===== src/rtl/mccu_period_ctrl.sv =====
// rtl/mccu_period_ctrl.sv - periodic quota reload controller for the MCCU
module mccu_period_ctrl #(
    parameter int DATA_WIDTH   = 32,
    parameter int N_CORES      = 2,
    parameter int PERIOD_WIDTH = 32,
    parameter int CNT_WIDTH    = 16
) (
    input  logic                          clk_i,
    input  logic                          rst_i,
    input  logic                          start_i,
    input  logic                          stop_i,
    input  logic [PERIOD_WIDTH-1:0]       period_i,
    input  logic [N_CORES*DATA_WIDTH-1:0] reload_quota_i,
    input  logic                          halt_on_irq_i,
    input  logic [N_CORES-1:0]            irq_i,
    input  logic [N_CORES-1:0]            irq_ack_i,
    output logic                          mccu_enable_o,
    output logic [N_CORES-1:0]            update_quota_o,
    output logic [N_CORES*DATA_WIDTH-1:0] quota_o,
    output logic [N_CORES-1:0]            irq_sticky_o,
    output logic [PERIOD_WIDTH-1:0]       cnt_o,
    output logic [CNT_WIDTH-1:0]          periods_done_o,
    output logic [1:0]                    state_o
);

    localparam logic [1:0] IDLE = 2'b00;
    localparam logic [1:0] LOAD = 2'b01;
    localparam logic [1:0] RUN  = 2'b10;
    localparam logic [1:0] HALT = 2'b11;

    logic                    period_valid;
    logic                    start_ok;
    logic                    halt_req;
    logic [PERIOD_WIDTH-1:0] period_m1;

    assign period_valid  = (period_i != '0);
    assign start_ok      = start_i && period_valid && (state_o != LOAD);
    assign halt_req      = halt_on_irq_i && (|irq_i);
    assign period_m1     = period_i - PERIOD_WIDTH'(1);
    assign mccu_enable_o = (state_o == RUN);

    always_ff @(posedge clk_i or posedge rst_i) begin
        if (rst_i) begin
            state_o        <= IDLE;
            update_quota_o <= '0;
            quota_o        <= '0;
            cnt_o          <= '0;
            periods_done_o <= '0;
        end else begin
            update_quota_o <= '0;
            if (stop_i) begin
                state_o <= IDLE;
            end else if (start_ok) begin
                state_o        <= LOAD;
                cnt_o          <= period_m1;
                quota_o        <= reload_quota_i;
                update_quota_o <= '1;
                periods_done_o <= '0;
            end else begin
                case (state_o)
                    LOAD: state_o <= RUN;
                    RUN: begin
                        // The halt edge still consumes the current cycle; the count freezes afterwards.
                        if (halt_req) begin
                            state_o <= HALT;
                            if (cnt_o != '0) cnt_o <= cnt_o - PERIOD_WIDTH'(1);
                        end else if (cnt_o == '0) begin
                            if (period_valid) begin
                                cnt_o          <= period_m1;
                                quota_o        <= reload_quota_i;
                                update_quota_o <= '1;
                                if (periods_done_o != '1)
                                    periods_done_o <= periods_done_o + CNT_WIDTH'(1);
                            end else begin
                                state_o <= IDLE;
                            end
                        end else begin
                            cnt_o <= cnt_o - PERIOD_WIDTH'(1);
                        end
                    end
                    default: ;
                endcase
            end
        end
    end

    // Set wins over acknowledge so an overrun in the ack cycle is never lost.
    always_ff @(posedge clk_i or posedge rst_i) begin
        if (rst_i) irq_sticky_o <= '0;
        else       irq_sticky_o <= (irq_sticky_o & ~irq_ack_i) | (irq_i & {N_CORES{mccu_enable_o}});
    end

endmodule


===== config.mk =====
export PLATFORM = sky130hd
export DESIGN_NAME = mccu_period_ctrl
export DESIGN_NICKNAME = d
export VERILOG_FILES = /design/src/rtl/mccu_period_ctrl.sv
export SDC_FILE = /design/constraint.sdc
export NUM_CORES = 1
export LEC_CHECK = 0
export CORE_MARGIN = 4
export CORE_UTILIZATION = 25
export CTS_CLUSTER_DIAMETER = 30
export DETAILED_ROUTE_END_ITERATION = 7
export GPL_TIMING_DRIVEN = 0
export PLACE_DENSITY = 0.52
export RECOVER_POWER = 100
export SLEW_MARGIN = 10
export SYNTH_ARGS = -nofsm -noshare
export SYNTH_HDL_FRONTEND = slang
export SYNTH_SLANG_ARGS = --single-unit

===== constraint.sdc =====
create_clock -name clk_i -period 6.7 [get_ports clk_i]
set_input_delay 1.675 -clock clk_i [delete_from_list [all_inputs] [get_ports clk_i]]
set_output_delay 1.675 -clock clk_i [all_outputs]
set_load 0.03 [all_outputs]

==> results of run 1 <==
-- layout make-up --
| type | count | area, um^2 |
|---|---|---|
| diodes | 2 | 5.00 |
| plain buffers | 33 | 174 |
| clock buffers | 17 | 425 |
| clock inverters | 15 | 194 |
| fillers | 2654 | 16300 |
| inverters | 19 | 72.6 |
| multi-input cells | 446 | 3240 |
| flip-flops and latches | 117 | 2930 |
| well taps | 335 | 419 |
| repair buffers | 224 | 2240 |
-- flip-flops by register name, indices dropped and copies added, names as in the netlist --
signal and count:
irq_sticky_o 2, quota_o 64, periods_done_o 16, update_quota_o 1, state_o 2, cnt_o 32
-- per-stage QoR --
| stage | cell area (um^2) | utilization [%] | setup WS, ps | TNS [ps] | cells |
|---|---|---|---|---|---|
| 6_report | 9690 | 37.3 | 1140 | 0 | 1208 |
| 5_1_grt | 9690 | 37.3 | 894 | 0 | 1208 |
| 4_1_cts | 9890 | 38.1 | 1890 | 0 | 1206 |
| 3_5_place_dp | 9270 | 35.7 | 1440 | 0 | 1174 |
| 3_3_place_gp | 9240 | 35.6 | -277 | -30630 | 1173 |
| 2_1_floorplan | 6590 | - | 1920 | 0 | 615 |
-- final timing paths --
check,startpoint,endpoint,slack (ps),cells past startpoint
max reg2reg,cnt_o[9]$_DFFE_PP0P_,quota_o[56]$_DFFE_PP0P_,3230,9
min reg2reg,quota_o[16]$_DFFE_PP0P_,quota_o[16]$_DFFE_PP0P_,480,1
max,period_i[3],quota_o[56]$_DFFE_PP0P_,1140,10
max in group asynchronous,rst_i,cnt_o[30]$_DFFE_PP0P_,1820,3
min,quota_o[16]$_DFFE_PP0P_,quota_o[16]$_DFFE_PP0P_,480,1
min in group asynchronous,rst_i,quota_o[29]$_DFFE_PP0P_,2470,2
-- cell usage in the layout, fill, tap and decap left out, types with 19 or more instances in the layout --
cell type	synthesis	final
nand2_1	32	32
a21oi_1	19	19
clkbuf_1	20	22
nand3_1	24	24
mux2_1	0	44
nor2_1	36	36
o21ai_0	36	37
mux2i_1	26	26
nor3_1	31	31
dlygate4sd3_1	0	123
dfrtp_1	117	117
clkdlybuf4s50_1	0	100
-- power by group --
part / switching, mW / internal [mW] / leakage [nW]
Clock: 0.375 / 0.597 / 0.299
Sequential: 0.171 / 0.898 / 1.43
Combinational: 0.725 / 0.497 / 2.19
Total: 1.27 / 1.99 / 3.92
-- cell families (layout without fill, tap and decap cells) --
kind of cell	Yosys count	count (layout)	synth area share, %
XOR/XNOR	27	27	3.59
multiplexers	91	91	17.8
flip-flops	117	117	44.4
AND/OR/NAND/NOR	217	217	18.7
buffers and inverters	52	308	3.85
AO/OA/AOI/OAI	106	106	10.7
adder cells (fa/ha/maj)	5	5	0.949
other	0	2	0
-- metal layers --
metal	GRT usage, %	wire length (um)
met1	19.9	9930
met5	0	20
met2	24.6	10600
met3	4.00	1560
met4	4.38	295
==> reports/results.ini, run 1 <==
[yosys]
synth_cells=615
synth_cell_types=57
synth-seq-cells=117
synth-seq-area-share_pct=44.4
synth.most_common_cell=dfrtp_1
synth_top_area_cell=dfrtp_1
synth_area_mm2=0.00659
synthTopCellsByCount=dfrtp_1 (117), mux2_4 (49), nor2_1 (36), o21ai_0 (36), nand2_1 (32)
avgSynthCellArea_um2=10.7
synth-main-ff-cell=dfrtp_1
yosysTopAreaCellShare_pct=44.4
ys_async_sr_fraction_pct=100
ys_warn_count=0
synth_nets=725
synth_edf_count=0
synthTopCellsByArea=dfrtp_1 (44%), mux2_4 (11%), mux2i_1 (3.9%), o21ai_0 (2.7%), mux2_2 (2.7%)

[die]
die_x_um=170
io-pin-count=224
rows=59
dieArea_mm2=0.0290
core_area_mm2=0.0260
start_util_pct=25.4
die-height_um=170

[detailed_routing]
drt_iter0_drc=321
drc=0
drtAntennaViolNets=0
wl_mm=22.4
vias=5865
routedWlPerCell_um=18.6
via_per_inst=4.86
firstDrtPassIters=5

[critical_path]
critPathMaxFanout=10
slowest_stage=nor4_1
critPathMaxStageDelay_ps=1170
crit_chain=dlygate4sd3_1, nor4_1, nand3b_1, or3_1, buf_2, a22oi_4, nor2_1, clkbuf_1, buf_6, mux2_1
cp.required_ps=6990
path_buf_inv=4
cp.arrival_ps=5850
critPathTopFamily=simple AND/OR/NAND/NOR gates
cp-start-kind=input pin
crit_type=input pin to register
cp-end-kind=register

[global_routing]
grt_pass1_vias=5703
grt_remaining_overflow=0
grt_pass1_wl_mm=34.3
grt_usage_pct=15.1
grt_max_degree=62
antenna_found_initial=3

[clock_tree]
cts_tree=built
hold_buffers=0
clock_sinks=117
cts_resized=0
path_clk_slew_ps=60
cts_made_buffers=17
cts_setup_buffers=0
cts.path.max_buffers=2
cts_root_buf=clkbuf_16
htreeDepth=4
clock_latency_ps=410

[power]
power_mw=3.26
power_density_mw_per_mm2=337
leakagePower_nw=3.92
ir_worst_vdd_mv=0.154

[layout]
drive_gt1_share_pct=8.96
area_growth_pct=47.1
fin_nets=968

[status]
status=finished, violations left
violations=capacitance limit, slew limit

[timing]
report.final.slew_viol_count=120
worstMarginPinSlew_ps=2710
setup_violations=0
timing.fmax_mhz=180
finalCriticalPeriod_ps=5560
rsz0062_at_grt=false
relSlewSlack_pct=-81.9
holdWs_ps=475
clock_skew_ps=10.3
fin_crit_sh_pct=83.0
finalHoldViolCount=0

[place]
io_buffers=223
gp_congestion=0.819
post-dp-hpwl_mm=17.2

[job]
maxCapViolCount=2

[worst_hold_path]
hold_path_class=register to register

Power figures use the tool's default switching activity.
==> run 2: changes to the inputs <==
--- a/config.mk
+++ b/config.mk
@@ -10,7 +10,7 @@
 export CTS_CLUSTER_DIAMETER = 30
 export DETAILED_ROUTE_END_ITERATION = 7
 export GPL_TIMING_DRIVEN = 0
-export PLACE_DENSITY = 0.52
+export PLACE_DENSITY = 0.54
 export RECOVER_POWER = 100
 export SLEW_MARGIN = 10
 export SYNTH_ARGS = -nofsm -noshare
==> constraint.sdc (replaced) <==
create_clock -name clk_i -period 4.92 [get_ports clk_i]
set_input_delay 1.23 -clock clk_i [delete_from_list [all_inputs] [get_ports clk_i]]
set_output_delay 1.23 -clock clk_i [all_outputs]
set_load 0.03 [all_outputs]
==> reports/results.ini, run 2 (synthesis gave the netlist of run 1 again) <==
[layout]
regMostFlops=quota_o
fin_nets=968  ; unchanged
layout.cells.non_filler=1206  ; -0.17%
final_common_cell=dlygate4sd3_1
multi_input_area_mm2=0.00325  ; +0.31%
top_regs=quota_o x64, cnt_o x32, periods_done_o x16
layout_common_cells=dlygate4sd3_1 (122), dfrtp_1 (117), clkdlybuf4s50_1 (101), mux2_1 (43), o21ai_0 (37)
fill_cells=2640  ; -0.53%
regArea_mm2=0.00293  ; unchanged
drive_gt1_share_pct=9.07  ; +0.11 points
diodes=0  ; -2
finish.instance_area_mm2=0.00971  ; +0.17%
area_growth_pct=47.3
largest_reg_flops=64  ; unchanged

[place]
io_buffers=223  ; unchanged
post-dp-hpwl_mm=16.9  ; -1.4%
gp_congestion=0.806  ; -1.7%
postPlaceCellArea_mm2=0.00927  ; unchanged
place_inst=1174  ; unchanged

[die]
io-pin-count=224  ; unchanged
rows=59  ; unchanged
die-height_um=170  ; unchanged
die_x_um=170  ; unchanged
start_util_pct=25.4  ; unchanged
core_area_mm2=0.0260  ; unchanged
dieArea_mm2=0.0290  ; unchanged

[power]
power_frac_seq_pct=32.8  ; about the same
switchingPower_mw=1.76  ; +39%
ir_worst_vdd_mv=0.228  ; +48%
leakagePower_nw=3.93  ; +0.14%
combPwrFrac_pct=37.6  ; about the same
p_int_mw=2.68  ; +34%
power_density_mw_per_mm2=457  ; +36%
switching_share_pct=39.7  ; +0.74 points
pwr-share-clk_pct=29.6  ; -0.2 points

[critical_path]
r2r_start=cnt_o[9]$_DFFE_PP0P_
worstReg2RegEnd=quota_o[34]$_DFFE_PP0P_
cp.required_ps=5210  ; -1780 ps
critPathMaxFanout=10  ; unchanged
worstRegToRegCells=9  ; unchanged
cp-end-kind=register
crit_type=input pin to register
cp-start-kind=input pin
rrSetupSlack_ps=1540  ; -1690 ps
cp.arrival_ps=4760  ; -1090 ps

[detailed_routing]
via_per_inst=4.86  ; +0.11%
wl_mm=22.4  ; -0.21%
drc=0  ; unchanged
firstDrtPassIters=5  ; unchanged
drt_iter0_drc=382  ; +19%
vias=5862  ; -0.051%
routedWlPerCell_um=18.6  ; about the same
drtAntennaViolNets=0  ; unchanged

[timing]
timing.fmax_mhz=224
relSlewSlack_pct=-90.0  ; -8.1 points
clock_skew_ps=9.69  ; -0.574 ps
finalCriticalPeriod_ps=4470
finalSetupTns_ps=0  ; unchanged
finalHoldViolCount=0  ; unchanged
report.final.slew_viol_count=56  ; -53%
rsz0062_at_grt=false
setup_violations=0  ; unchanged
worstMarginPinSlew_ps=2830  ; +121 ps
fin_crit_sh_pct=90.8

[clock_tree]
htreeDepth=4  ; unchanged
clock_sinks=117  ; unchanged
cts_resized=0  ; unchanged
cts_made_buffers=17  ; unchanged
cts_root_buf=clkbuf_16
hold_buffers=0  ; unchanged
cts.path.max_buffers=2  ; unchanged
clock_latency_ps=420  ; about the same
path_clk_slew_ps=60  ; about the same
cts_setup_buffers=0  ; unchanged
cts_tree=built

[worst_hold_path]
hold_end=quota_o[54]$_DFFE_PP0P_
min-delay-start=quota_o[54]$_DFFE_PP0P_
hold_path_class=register to register
holdPathStages=1  ; unchanged

[global_routing]
grt_remaining_overflow=0  ; unchanged
grt_usage_pct=15.3  ; +0.19 points
grt_max_degree=63  ; +1.6%
antenna_found_initial=0  ; -3
grt_pass1_wl_mm=34.7  ; +1.2%
grt_pass1_vias=5946  ; +4.3%

[job]
maxCapViolCount=1  ; -1

[status]
status=finished, violations left
violations=capacitance limit, slew limit

[run 2: area by class of cell]
cell class                 instances  area share, %
multi-input combinational        446           33.4
timing repair buffer             224           23.3
buffer                            33           1.78
sequential                       117           30.2
tap                              335           4.32
clock inverter                    15           1.89
clock buffer                      17           4.38
inverter                          19          0.748
[run 2: power groups by stage]
stage	combinational, mW	sequential, mW	clock (mW)
3_5_place_dp	1.88	1.49	0
5_1_grt	1.78	1.50	1.39
4_1_cts	1.88	1.48	1.35
3_3_place_gp	1.87	1.48	0
2_1_floorplan	0.551	1.96	0
6_report	1.67	1.46	1.31
[run 2: metrics by stage]
step	setup WS, ps	hold slack [ps]	power [mW]	util [%]
after detailed placement	38.2	492	3.37	35.7
after global routing	107	492	4.67	37.4
final	454	477	4.44	37.4
after floorplan	589	665	2.51	-
after global placement	-1780	489	3.35	35.6
after CTS	473	507	4.71	38.0
[run 2: worst max path at each step]
stage | start | endpoint | cells after the start
final | period_i[3] | quota_o[34]$_DFFE_PP0P_ | 10
after global routing | period_i[3] | quota_o[43]$_DFFE_PP0P_ | 10
after CTS | period_i[3] | cnt_o[25]$_DFFE_PP0P_ | 10
after detailed placement | period_i[3] | cnt_o[25]$_DFFE_PP0P_ | 10
after global placement | rst_i | periods_done_o[3]$_DFFE_PP0P_ | 2
after floorplan | rst_i | cnt_o[0]$_DFFE_PP0P_ | 1
[run 2: layer usage]
layer / global-route usage (%) / vias up / wire, um
met1: 20.7 / 2838 / 10300
met4: 4.86 / 0 / 412
met3: 3.44 / 23 / 1210
li1: - / 2796 / -
met5: 0 / - / 0
met2: 24.5 / 205 / 10400
[run 2: worst max-delay path: stages]
cell             delay, ps
clkdlybuf4s50_1        500
nor4_2                 780
nand3b_1               330
or3_1                  370
buf_2                  160
a22oi_4                340
nor2_1                 130
clkbuf_1               330
buf_6                  270
mux2_1                 320
